**src/rtl/id_branch_ctrl.sv**
```systemverilog
// ID-stage branch hazard/sequencing controller: stalls on RAW hazards, drives comparator forwarding, issues PC redirect + IF/ID flush.
// Optional statistics counters are enabled with `define ID_BRANCH_STATS_EN.
module id_branch_ctrl #(
  parameter int REG_AW  = 5,
  parameter int STALL_W = 2
) (
  input  logic              i_clk,
  input  logic              i_rst_n,
  input  logic [2:0]        i_con_bop,
  input  logic [REG_AW-1:0] i_rs_addr,
  input  logic [REG_AW-1:0] i_rt_addr,
  input  logic              i_ex_regwrite,
  input  logic              i_ex_memread,
  input  logic [REG_AW-1:0] i_ex_wreg,
  input  logic              i_mem_regwrite,
  input  logic              i_mem_memread,
  input  logic [REG_AW-1:0] i_mem_wreg,
  input  logic              i_hold,
  input  logic              i_con_ifbranch,
  output logic [1:0]        o_fwd_rs,
  output logic [1:0]        o_fwd_rt,
  output logic              o_stall,
  output logic              o_pc_sel,
  output logic              o_flush_ifid
`ifdef ID_BRANCH_STATS_EN
  ,
  output logic [31:0]       o_stat_branches,
  output logic [31:0]       o_stat_taken,
  output logic [31:0]       o_stat_stall
`endif
);

  typedef enum logic [1:0] {
    S_IDLE,
    S_WAIT,
    S_RESOLVE
  } state_e;

  state_e             state_q, state_d;
  logic [STALL_W-1:0] stall_cnt_q, stall_cnt_d;

  logic               br;
  logic               ex_rs_hit, ex_rt_hit, mem_rs_hit, mem_rt_hit;
  logic               ex_hit, mem_hit;
  logic [STALL_W-1:0] need;
  logic               fwd_rs_hit, fwd_rt_hit;
  logic               resolve;
  logic               stall;

  // Hazard detection against the EX and MEM destinations; register 0 never hazards.
  always_comb begin
    br         = (i_con_bop inside {[3'd1:3'd6]});
    ex_rs_hit  = i_ex_regwrite && (i_ex_wreg == i_rs_addr) && (i_rs_addr != '0);
    ex_rt_hit  = i_ex_regwrite && (i_ex_wreg == i_rt_addr) && (i_rt_addr != '0);
    mem_rs_hit = i_mem_regwrite && (i_mem_wreg == i_rs_addr) && (i_rs_addr != '0);
    mem_rt_hit = i_mem_regwrite && (i_mem_wreg == i_rt_addr) && (i_rt_addr != '0);
    ex_hit     = ex_rs_hit || ex_rt_hit;
    mem_hit    = mem_rs_hit || mem_rt_hit;

    need = '0;
    if (ex_hit && i_ex_memread) begin
      need = STALL_W'(2);
    end else if (ex_hit) begin
      need = STALL_W'(1);
    end else if (mem_hit && i_mem_memread) begin
      need = STALL_W'(1);
    end

    fwd_rs_hit = mem_rs_hit && !i_mem_memread;
    fwd_rt_hit = mem_rt_hit && !i_mem_memread;
  end

  // Next-state and stall sequencing; a hold freezes all sequencing state.
  always_comb begin
    state_d     = state_q;
    stall_cnt_d = stall_cnt_q;
    stall       = 1'b0;
    resolve     = 1'b0;

    case (state_q)
      S_IDLE: begin
        if (br) begin
          if (need == '0) begin
            resolve = 1'b1;
          end else begin
            stall       = 1'b1;
            stall_cnt_d = need - STALL_W'(1);
            state_d     = (need == STALL_W'(2)) ? S_WAIT : S_RESOLVE;
          end
        end
      end
      S_WAIT: begin
        stall = 1'b1;
        if (stall_cnt_q <= STALL_W'(1)) begin
          stall_cnt_d = '0;
          state_d     = S_RESOLVE;
        end else begin
          stall_cnt_d = stall_cnt_q - STALL_W'(1);
        end
      end
      S_RESOLVE: begin
        resolve = 1'b1;
        state_d = S_IDLE;
      end
      default: begin
        state_d     = S_IDLE;
        stall_cnt_d = '0;
      end
    endcase

    if (i_hold) begin
      state_d     = state_q;
      stall_cnt_d = stall_cnt_q;
    end
  end

  // Outputs are forced low while reset is asserted, independent of the clock.
  always_comb begin
    o_fwd_rs     = 2'b00;
    o_fwd_rt     = 2'b00;
    o_stall      = 1'b0;
    o_pc_sel     = 1'b0;
    o_flush_ifid = 1'b0;
    if (i_rst_n) begin
      o_stall = stall;
      if (resolve) begin
        o_fwd_rs     = {1'b0, fwd_rs_hit};
        o_fwd_rt     = {1'b0, fwd_rt_hit};
        o_pc_sel     = i_con_ifbranch && !i_hold;
        o_flush_ifid = i_con_ifbranch && !i_hold;
      end
    end
  end

`ifdef ID_BRANCH_STATS_EN
  logic [31:0] stat_branches_q, stat_branches_d;
  logic [31:0] stat_taken_q, stat_taken_d;
  logic [31:0] stat_stall_q, stat_stall_d;

  always_comb begin
    stat_branches_d = stat_branches_q;
    stat_taken_d    = stat_taken_q;
    stat_stall_d    = stat_stall_q;
    if (!i_hold) begin
      if (resolve) begin
        stat_branches_d = stat_branches_q + 32'd1;
        if (i_con_ifbranch) begin
          stat_taken_d = stat_taken_q + 32'd1;
        end
      end
      if (stall) begin
        stat_stall_d = stat_stall_q + 32'd1;
      end
    end
  end

  assign o_stat_branches = stat_branches_q;
  assign o_stat_taken    = stat_taken_q;
  assign o_stat_stall    = stat_stall_q;
`endif

  always_ff @(posedge i_clk or negedge i_rst_n) begin
    if (!i_rst_n) begin
      state_q         <= S_IDLE;
      stall_cnt_q     <= '0;
`ifdef ID_BRANCH_STATS_EN
      stat_branches_q <= '0;
      stat_taken_q    <= '0;
      stat_stall_q    <= '0;
`endif
    end else begin
      state_q         <= state_d;
      stall_cnt_q     <= stall_cnt_d;
`ifdef ID_BRANCH_STATS_EN
      stat_branches_q <= stat_branches_d;
      stat_taken_q    <= stat_taken_d;
      stat_stall_q    <= stat_stall_d;
`endif
    end
  end

endmodule
```
**config.mk**
```make
export PLATFORM = sky130hd
export DESIGN_NAME = id_branch_ctrl
export DESIGN_NICKNAME = d
export VERILOG_FILES = /design/src/rtl/id_branch_ctrl.sv
export SDC_FILE = /design/constraint.sdc
export NUM_CORES = 1
export LEC_CHECK = 0
export CAP_MARGIN = 0
export CORE_MARGIN = 8
export CORE_UTILIZATION = 40
export CTS_CLUSTER_DIAMETER = 40
export CTS_CLUSTER_SIZE = 30
export DETAILED_ROUTE_END_ITERATION = 10
export GPL_TIMING_DRIVEN = 0
export PLACE_DENSITY = 0.94
export RECOVER_POWER = 50
export SETUP_SLACK_MARGIN = 0.2
export SLEW_MARGIN = 5
export SYNTH_ARGS = -nofsm -noshare
export SYNTH_HDL_FRONTEND = slang
export SYNTH_SLANG_ARGS = --single-unit
```
**constraint.sdc**
```tcl
create_clock -name i_clk -period 6.6 [get_ports i_clk]
set_clock_uncertainty 0.1 [all_clocks]
set_input_delay 1.65 -clock i_clk [delete_from_list [all_inputs] [get_ports i_clk]]
set_output_delay 1.65 -clock i_clk [all_outputs]
set_load 0.005 [all_outputs]
```
[Yosys cells after proc, flatten, opt, wreduce, memory -nomap -nowiden]
Index checks and enable logic that the tools add are counted.
Storage, ports and cells
  flip-flop bits (word level): 4
  input bits: 31
  output and inout port bits: 7
  logic and storage cells: 68
Operators by class
  $add $sub $neg: 2
  magnitude comparators: 3
  equality and inequality tests: 10
  mux-type cells: 25
  bitwise operators: 2
  reductions and logical operators: 24
Operator list (number)
  equality test 5 bit: 4
  two-way mux 2 bit: 8
  logical AND 1 bit: 14
  two-way mux 1 bit: 13
  nonzero test 5 bit: 2
  AND reduction 4 bit: 2
  != test 2 bit, second input constant: 3
  one-hot mux 2 bit (3 select lines): 1
  equality test 2 bit, second input constant: 2
  logical NOT 2 bit: 2
  one-hot mux 1 bit (2 select lines): 2
  one-hot mux 2 bit (2 select lines): 1
  subtractor 2 x 1 -> 2 bit, second input constant: 2
  greater-or-equal comparator 3 x 1 -> 1 bit, second input constant: 1
  <= comparator 3 bit, second input constant: 1
  equality test 2 x 1 -> 1 bit, second input constant: 1
  <= comparator 2 x 1 -> 1 bit, second input constant: 1
  logical NOT 1 bit: 2
  logical OR 1 bit: 2
  NOT 1 bit: 2

[Depth between registers and ports, before layout]
Gate-level depths: netlist (run 1).
  depth in word-level cells: 14
  depth in mapped cells: 12
  mapped depth without buffers: 12

[Worst setup path before layout (run 1)]
Ideal clock, no wire load.
  kind: input to output
  start point: input port i_rt_addr[1]
  end point: output port o_stall
  arrival time: 3.759 ns
  data required time: 4.850 ns
  setup slack: 1.091 ns
  cell stages on the path: 9
  path buffers: 0
  cells stage by stage: or4_1 > nor2_1 > nor4_2 > o21ai_2 > mux2_4 > ha_1 > or3_1 > nor2b_1 > nor3b_1
Between the ends
  cells in the longest elaborated chain, start to end: 13
  elaborated cells between the ends (all ways): 19
  those cells by class: eq/ne (2); mux (7); reduce/logical (10)
RTL lines
  from (decl): line 11  | input logic [REG_AW-1:0] i_rt_addr,
  equality test 5 bit: line 56  | mem_rt_hit = i_mem_regwrite && (i_mem_wreg == i_rt_addr) && (i_rt_addr != '0);
  logical AND 1 bit (2 in a row): line 56
  logical OR 1 bit: line 58  | mem_hit = mem_rs_hit || mem_rt_hit;
  logical AND 1 bit: line 65  | end else if (mem_hit && i_mem_memread) begin
  two-way mux 1 bit: line 65
  two-way mux 1 bit: line 63  | end else if (ex_hit) begin
  two-way mux 2 bit *: line 61  | if (ex_hit && i_ex_memread) begin
  logical NOT 2 bit *: line 83  | if (need == '0) begin
  two-way mux 1 bit *: line 83
  two-way mux 1 bit *: line 82  | if (br) begin
  one-hot mux 1 bit (2 select lines) *: line 80  | case (state_q)
  two-way mux 1 bit *: line 124  | if (i_rst_n) begin
  to (decl): line 22  | output logic o_stall,
Every way passes the cells marked *; elsewhere a longest branch is shown, timed or not.

[Final worst setup path (run 1)]
  start point: input port i_rs_addr[4]
  end point: output port o_pc_sel
Between the ends
  cells in the longest elaborated chain, start to end: 14
  elaborated cells between the ends (all ways): 20
  those cells by class: eq/ne (2); mux (8); reduce/logical (10)
RTL lines
  from (decl): line 10  | input logic [REG_AW-1:0] i_rs_addr,
  equality test 5 bit: line 55  | mem_rs_hit = i_mem_regwrite && (i_mem_wreg == i_rs_addr) && (i_rs_addr != '0);
  logical AND 1 bit (2 in a row): line 55
  logical OR 1 bit: line 58
  logical AND 1 bit: line 65
  two-way mux 1 bit: line 65
  two-way mux 1 bit: line 63
  two-way mux 2 bit *: line 61
  logical NOT 2 bit *: line 83
  two-way mux 1 bit *: line 83
  two-way mux 1 bit *: line 82
  one-hot mux 1 bit (2 select lines) *: line 80
  two-way mux 1 bit *: line 126  | if (resolve) begin
  two-way mux 1 bit *: line 124
  to (decl): line 23  | output logic o_pc_sel,
Marks and branches as above.

==> impl_metrics.ini, run 1 <==
[pwr]
p_total_mw = 0.1301
seq_power_share_pct = 28.5
p_int_mw = 0.08820
vdd_ir_drop_max_uv = 56.30
p_leak_nw = 0.4734
power-per-cell-area_mw_per_mm2 = 118.4
comb_power_share_pct = 47.5
swShare_pct = 32.19
p_sw_mw = 0.04187
clkPwrFrac_pct = 24.0

[route]
routed_wl_um = 1988
drtIter0Drc = 1
antenna_left = 0
wl_per_cell_um = 14.41
remaining_drc_errors = 0
drtPass1Iterations = 4
vias = 770
viasPerCell = 5.580

[setup_path]
rr_startpoint = state_q[1]$_DFFE_PN0P_
r2r_setup_slack_ns = 5.00
path_max_fanout = 3
crit_path_cell_trace = clkdlybuf4s50_1, or4_4, nor2_4, nor4_2, o21ai_2, mux2_4, ha_1, nor3b_2, o21ai_1, nor4b_2, buf_4, clkdlybuf4s50_1
required_ns = 4.85
cp-end-kind = output pin
arrival_ns = 4.49
max_stage_delay_ns = 0.50
critPathLaunchType = input pin
worst_path_most_repeated_cell = clkdlybuf4s50_1
worstSetupPathType = in2out
worst_path_max_delay_cell = clkdlybuf4s50_1
r2r-end = stall_cnt_q[0]$_DFFE_PN0P_
r2r_cells = 6

[layout]
layout-drive-gt1-share_pct = 13.11
diodes = 0
design_area_mm2 = 0.001099
syn_to_final_growth_pct = 65.35
layout_common_cells = 25 x clkdlybuf4s50_1, 12 x xnor2_1, 8 x xor2_1
fin_util_pct = 72.09
finalNetCount = 157
final_common_cell = clkdlybuf4s50_1
layoutNonFillerInstCount = 138

[die]
die_w_um = 56.76
coreArea_mm2 = 0.001524
io_pins = 38
start_util_pct = 43.60
rows = 14
fp.dieArea_mm2 = 0.003221
die_y_um = 56.76

[clock_tree]
path_clk_slew_ns = 0.04
clk_path_buf_depth = 2
clock_latency_ns = 0.24
htreeDepth = 1
cts_buffers = 3
cts_root_buffer = clkbuf_4
cts_tree = yes
cts.sinks = 4
cts_setup_buffers = 0

[sta]
min_period_ns = 6.239
rsz0062_at_grt = no
hold_viol = 0
tns_ns = 0
finalSetupViolCount = 0
timing.final.max_slew_violations = 0
finalCritPeriodShare_pct = 94.53
fin_hold_ws_ns = 0.4346
fin_ws_ns = 0.3611
timing.fmax_ghz = 0.1603

[place]
gp_congestion = 0.8777
numPortBuffers = 35
place_area_mm2 = 0.001039
dp_hpwl_um = 1729
post-place-ws_ns = -0.06037
dp.cells = 135

[grt]
antenna_found_initial = 0
grt_pass1_vias = 869
grt_pass1_wl_um = 3408
grt_max_degree = 11
grt.overflow.total = 0
grt_usage_pct = 12.49

[logic_synthesis]
syn_avg_cell_area_um2 = 8.005
synthTopCellsByArea = xnor2_1 16%, dfrtp_1 15%, xor2_1 11%, ha_1 3.8%, nor4_2 3.8%
synth_cell_type_count = 34
synth_top_area_share_pct = 15.82
yosys_register_bits = 4
synth_area_um2 = 664.4
yosysTopAreaCell = xnor2_1
ys_seq_area_share_pct = 15.07
netlist_instances = 83
yosys_warnings = 0

[hold_path]
holdPathStages = 1
worstHoldStart = stall_cnt_q[1]$_DFFE_PN0P_
whs_endpoint = stall_cnt_q[1]$_DFFE_PN0P_
hp-class = reg2reg

[run]
drv_cap = 0

[status]
status = completed
-- how the worst max path moves through the flow --
stage | start | cells past startpoint | endpoint
3_3_place_gp | i_rt_addr[1] | 11 | o_stall
4_1_cts | i_rt_addr[1] | 12 | o_pc_sel
3_5_place_dp | i_rt_addr[1] | 11 | o_stall
6_report | i_rs_addr[4] | 12 | o_pc_sel
2_1_floorplan | i_rt_addr[1] | 9 | o_stall
5_1_grt | i_rs_addr[4] | 12 | o_pc_sel
-- state kept, by name, indices dropped and copies added (netlist names) --
name	flops
stall_cnt_q	2
state_q	2
-- cells by family after synthesis --
family          after synthesis  synth area share [%]
simple gates                 37                 35.22
xor+xnor                     20                 26.37
compound gates               11                 11.11
buf+inv                       7                 5.650
flops                         4                 15.07
fa+ha+maj                     2                 3.766
other cells                   1                0.5644
mux                           1                 2.259
-- cell usage after synthesis (all sizes together) --
cell / n
xnor2: 12
xor2: 8
nor2: 6
nand2: 5
o21ai: 5
dfrtp: 4
nor4: 4
and2: 3
buf: 3
nand3b: 3
nand4: 3
clkbuf: 2
ha: 2
inv: 2
nand3: 2
nor2b: 2
nor3: 2
nor3b: 2
o211ai: 2
or4: 2
a21oi: 1
a22oi: 1
a31o: 1
and3: 1
conb: 1
mux2: 1
nor4b: 1
o2bb2ai: 1
or3: 1
-- worst max-delay path, delay by kind of cell --
kind / cells / cell delay, ns
buffers and inverters: 3 / 1.13
and+or+nand+nor: 5 / 1.09
AOI/OAI and AO/OA: 2 / 0.28
muxes: 1 / 0.19
adders and majority gates: 1 / 0.15
-- per-layer routing --
| metal | global-route usage (%) | part of all wire [%] | up-vias |
|---|---|---|---|
| li1 | - | - | 371 |
| met5 | 0 | 0 | - |
| met3 | 4.719 | 7.8 | 4 |
| met4 | 6.711 | 1.5 | 0 |
| met1 | 9.506 | 33 | 366 |
| met2 | 25.39 | 58 | 29 |
-- final cells by class --
type                       instances  area (um2)
tap                               16       20.02
timing repair buffer              35       365.4
fill                             124       425.4
sequential                         4       100.1
buffer                             5       30.03
inverter                           2       7.507
multi-input combinational         73       553.0
clock buffer                       3       22.52
-- power groups by stage --
stage          combinational [mW]  clock (mW)  sequential [mW]
2_1_floorplan              0.0320           0           0.0356
3_3_place_gp               0.0595           0           0.0369
5_1_grt                    0.0680      0.0338           0.0378
4_1_cts                    0.0620      0.0332           0.0373
3_5_place_dp               0.0614           0           0.0371
6_report                   0.0618      0.0312           0.0371
-- timing repair --
action | in CTS | in global routing
setup endpoints to repair | 5 | 4
gates resized for setup | 6 | 9
pin swaps | 2 | 2
hold buffers | 0 | 0
No activity file was read; power rests on OpenSTA's default activity.
==> inputs of run 2 (changes only) <==
==> constraint.sdc (replaced) <==
create_clock -name i_clk -period 6.6 [get_ports i_clk]
set_clock_uncertainty 0.1 [all_clocks]
set_input_delay 1.65 -clock i_clk [delete_from_list [all_inputs] [get_ports i_clk]]
set_output_delay 1.65 -clock i_clk [all_outputs]
set_load 0.01 [all_outputs]
==> impl_metrics.ini, run 2 (synthesis gave the netlist of run 1 again) <==
[layout]
finalNetCount = 158
syn_to_final_growth_pct = 66.10
final_common_cell = clkdlybuf4s50_1
diodes = 0
layout_common_cells = 26 x clkdlybuf4s50_1, 12 x xnor2_1, 8 x xor2_1
top_regs = stall_cnt_q: 2 flops, state_q: 2 flops
layoutNonFillerInstCount = 139
layout-drive-gt1-share_pct = 14.63
design_area_mm2 = 0.001104
fin_util_pct = 72.41

[place]
dp.cells = 135
numPortBuffers = 35
gp_congestion = 0.8777
place_area_mm2 = 0.001039
dp_hpwl_um = 1729

[route]
remaining_drc_errors = 0
antenna_left = 0
drtIter0Drc = 2
routed_wl_um = 2029
wl_per_cell_um = 14.60
vias = 774
drtPass1Iterations = 3
viasPerCell = 5.568

[pwr]
p_leak_nw = 0.4874
vdd_ir_drop_max_uv = 61.43
power-per-cell-area_mw_per_mm2 = 120.2
p_total_mw = 0.1327

[setup_path]
required_ns = 4.85
crit_family = simple AND/OR/NAND/NOR gates
cp-end-kind = output pin
worstSetupPathType = in2out
critPathLaunchType = input pin
path_max_fanout = 3
max_stage_delay_ns = 0.52
worst_path_max_delay_cell = or4_1
arrival_ns = 4.65
crit_path_cell_trace = clkdlybuf4s50_1, or4_1, nor2_1, nor4_2, o21ai_2, mux2_4, ha_1, nor3b_4, o21ai_2, nor3_2, and2_1, clkdlybuf4s50_1
crit_buf_inv = 2

[die]
start_util_pct = 43.60
die_y_um = 56.76
coreArea_mm2 = 0.001524
io_pins = 38
rows = 14
fp.dieArea_mm2 = 0.003221
die_w_um = 56.76

[status]
status = completed

[grt]
antenna_found_initial = 0
grt_usage_pct = 12.58
grt_pass1_wl_um = 3436
grt.overflow.total = 0
grt_pass1_vias = 876
grt_max_degree = 11

[sta]
rsz0062_at_grt = yes
finalSetupViolCount = 0
hold_viol = 0
timing.final.max_slew_violations = 0
min_period_ns = 6.397
finalCritPeriodShare_pct = 96.93
fin_hold_ws_ns = 0.4492
timing.fmax_ghz = 0.1563

[clock_tree]
cts_root_buffer = clkbuf_4
cts_buffers = 3
path_clk_slew_ns = 0.04
cts_tree = yes
htreeDepth = 1
clk_path_buf_depth = 2
cts.sinks = 4
cts-hold-fix-buffers = 0
clock_latency_ns = 0.24

[hold_path]
hp-class = reg2reg

[run]
drv_cap = 0
-- run 2: worst paths after layout --
path,startpoint,end,slack [ns],cells after the start
min in group asynchronous,i_rst_n,stall_cnt_q[1]$_DFFE_PN0P_,1.62,1
worst min-delay path,stall_cnt_q[1]$_DFFE_PN0P_,stall_cnt_q[1]$_DFFE_PN0P_,0.45,1
worst max-delay path,i_rt_addr[3],o_fwd_rt[0],0.20,12
worst max register to register,state_q[1]$_DFFE_PN0P_,stall_cnt_q[0]$_DFFE_PN0P_,4.97,6
max in group asynchronous,i_rst_n,stall_cnt_q[0]$_DFFE_PN0P_,4.57,1
worst min register to register,stall_cnt_q[1]$_DFFE_PN0P_,stall_cnt_q[1]$_DFFE_PN0P_,0.45,1
-- run 2: repair_timing --
| action | in CTS | in global routing |
|---|---|---|
| buffers inserted | 0 | 1 |
| cloned | 0 | 0 |
| pin swaps | 0 | 2 |
| endpoints found under the setup margin | 5 | 4 |
| endpoints found under the hold margin | 0 | 0 |
| resized for setup | 7 | 11 |
-- run 2: where the power goes --
part	switching, mW	total (mW)	internal [mW]
clock	0.0108	0.0312	0.0204
combinational	0.0263	0.0638	0.0375
sequential	0.00646	0.0377	0.0313
total	0.0435	0.133	0.0891
-- run 2: per-layer routing --
metal	vias up	wire, um	track usage (%)
met4	0	31	7.047
met3	3	152	4.719
met5	-	0	0
li1	373	-	-
met2	29	1142	25.55
met1	369	702	9.506
-- run 2: cell type report --
class | count | area, um2
multi-input cells | 73 | 556.8
flip-flops and latches | 4 | 100.1
repair buffers | 36 | 366.6
clock buffers | 3 | 22.52
plain buffers | 5 | 30.03
well taps | 16 | 20.02
inverters | 2 | 7.507
fillers | 125 | 420.4
-- run 2: through the flow --
stage | setup WS, ns | setup TNS [ns]
finish | 0.2027 | 0
global route | 0.09591 | 0
CTS | 0.1394 | 0
detailed placement | -0.09523 | -0.1759
global placement | -0.06587 | -0.1137
floorplan | 0.9831 | 0
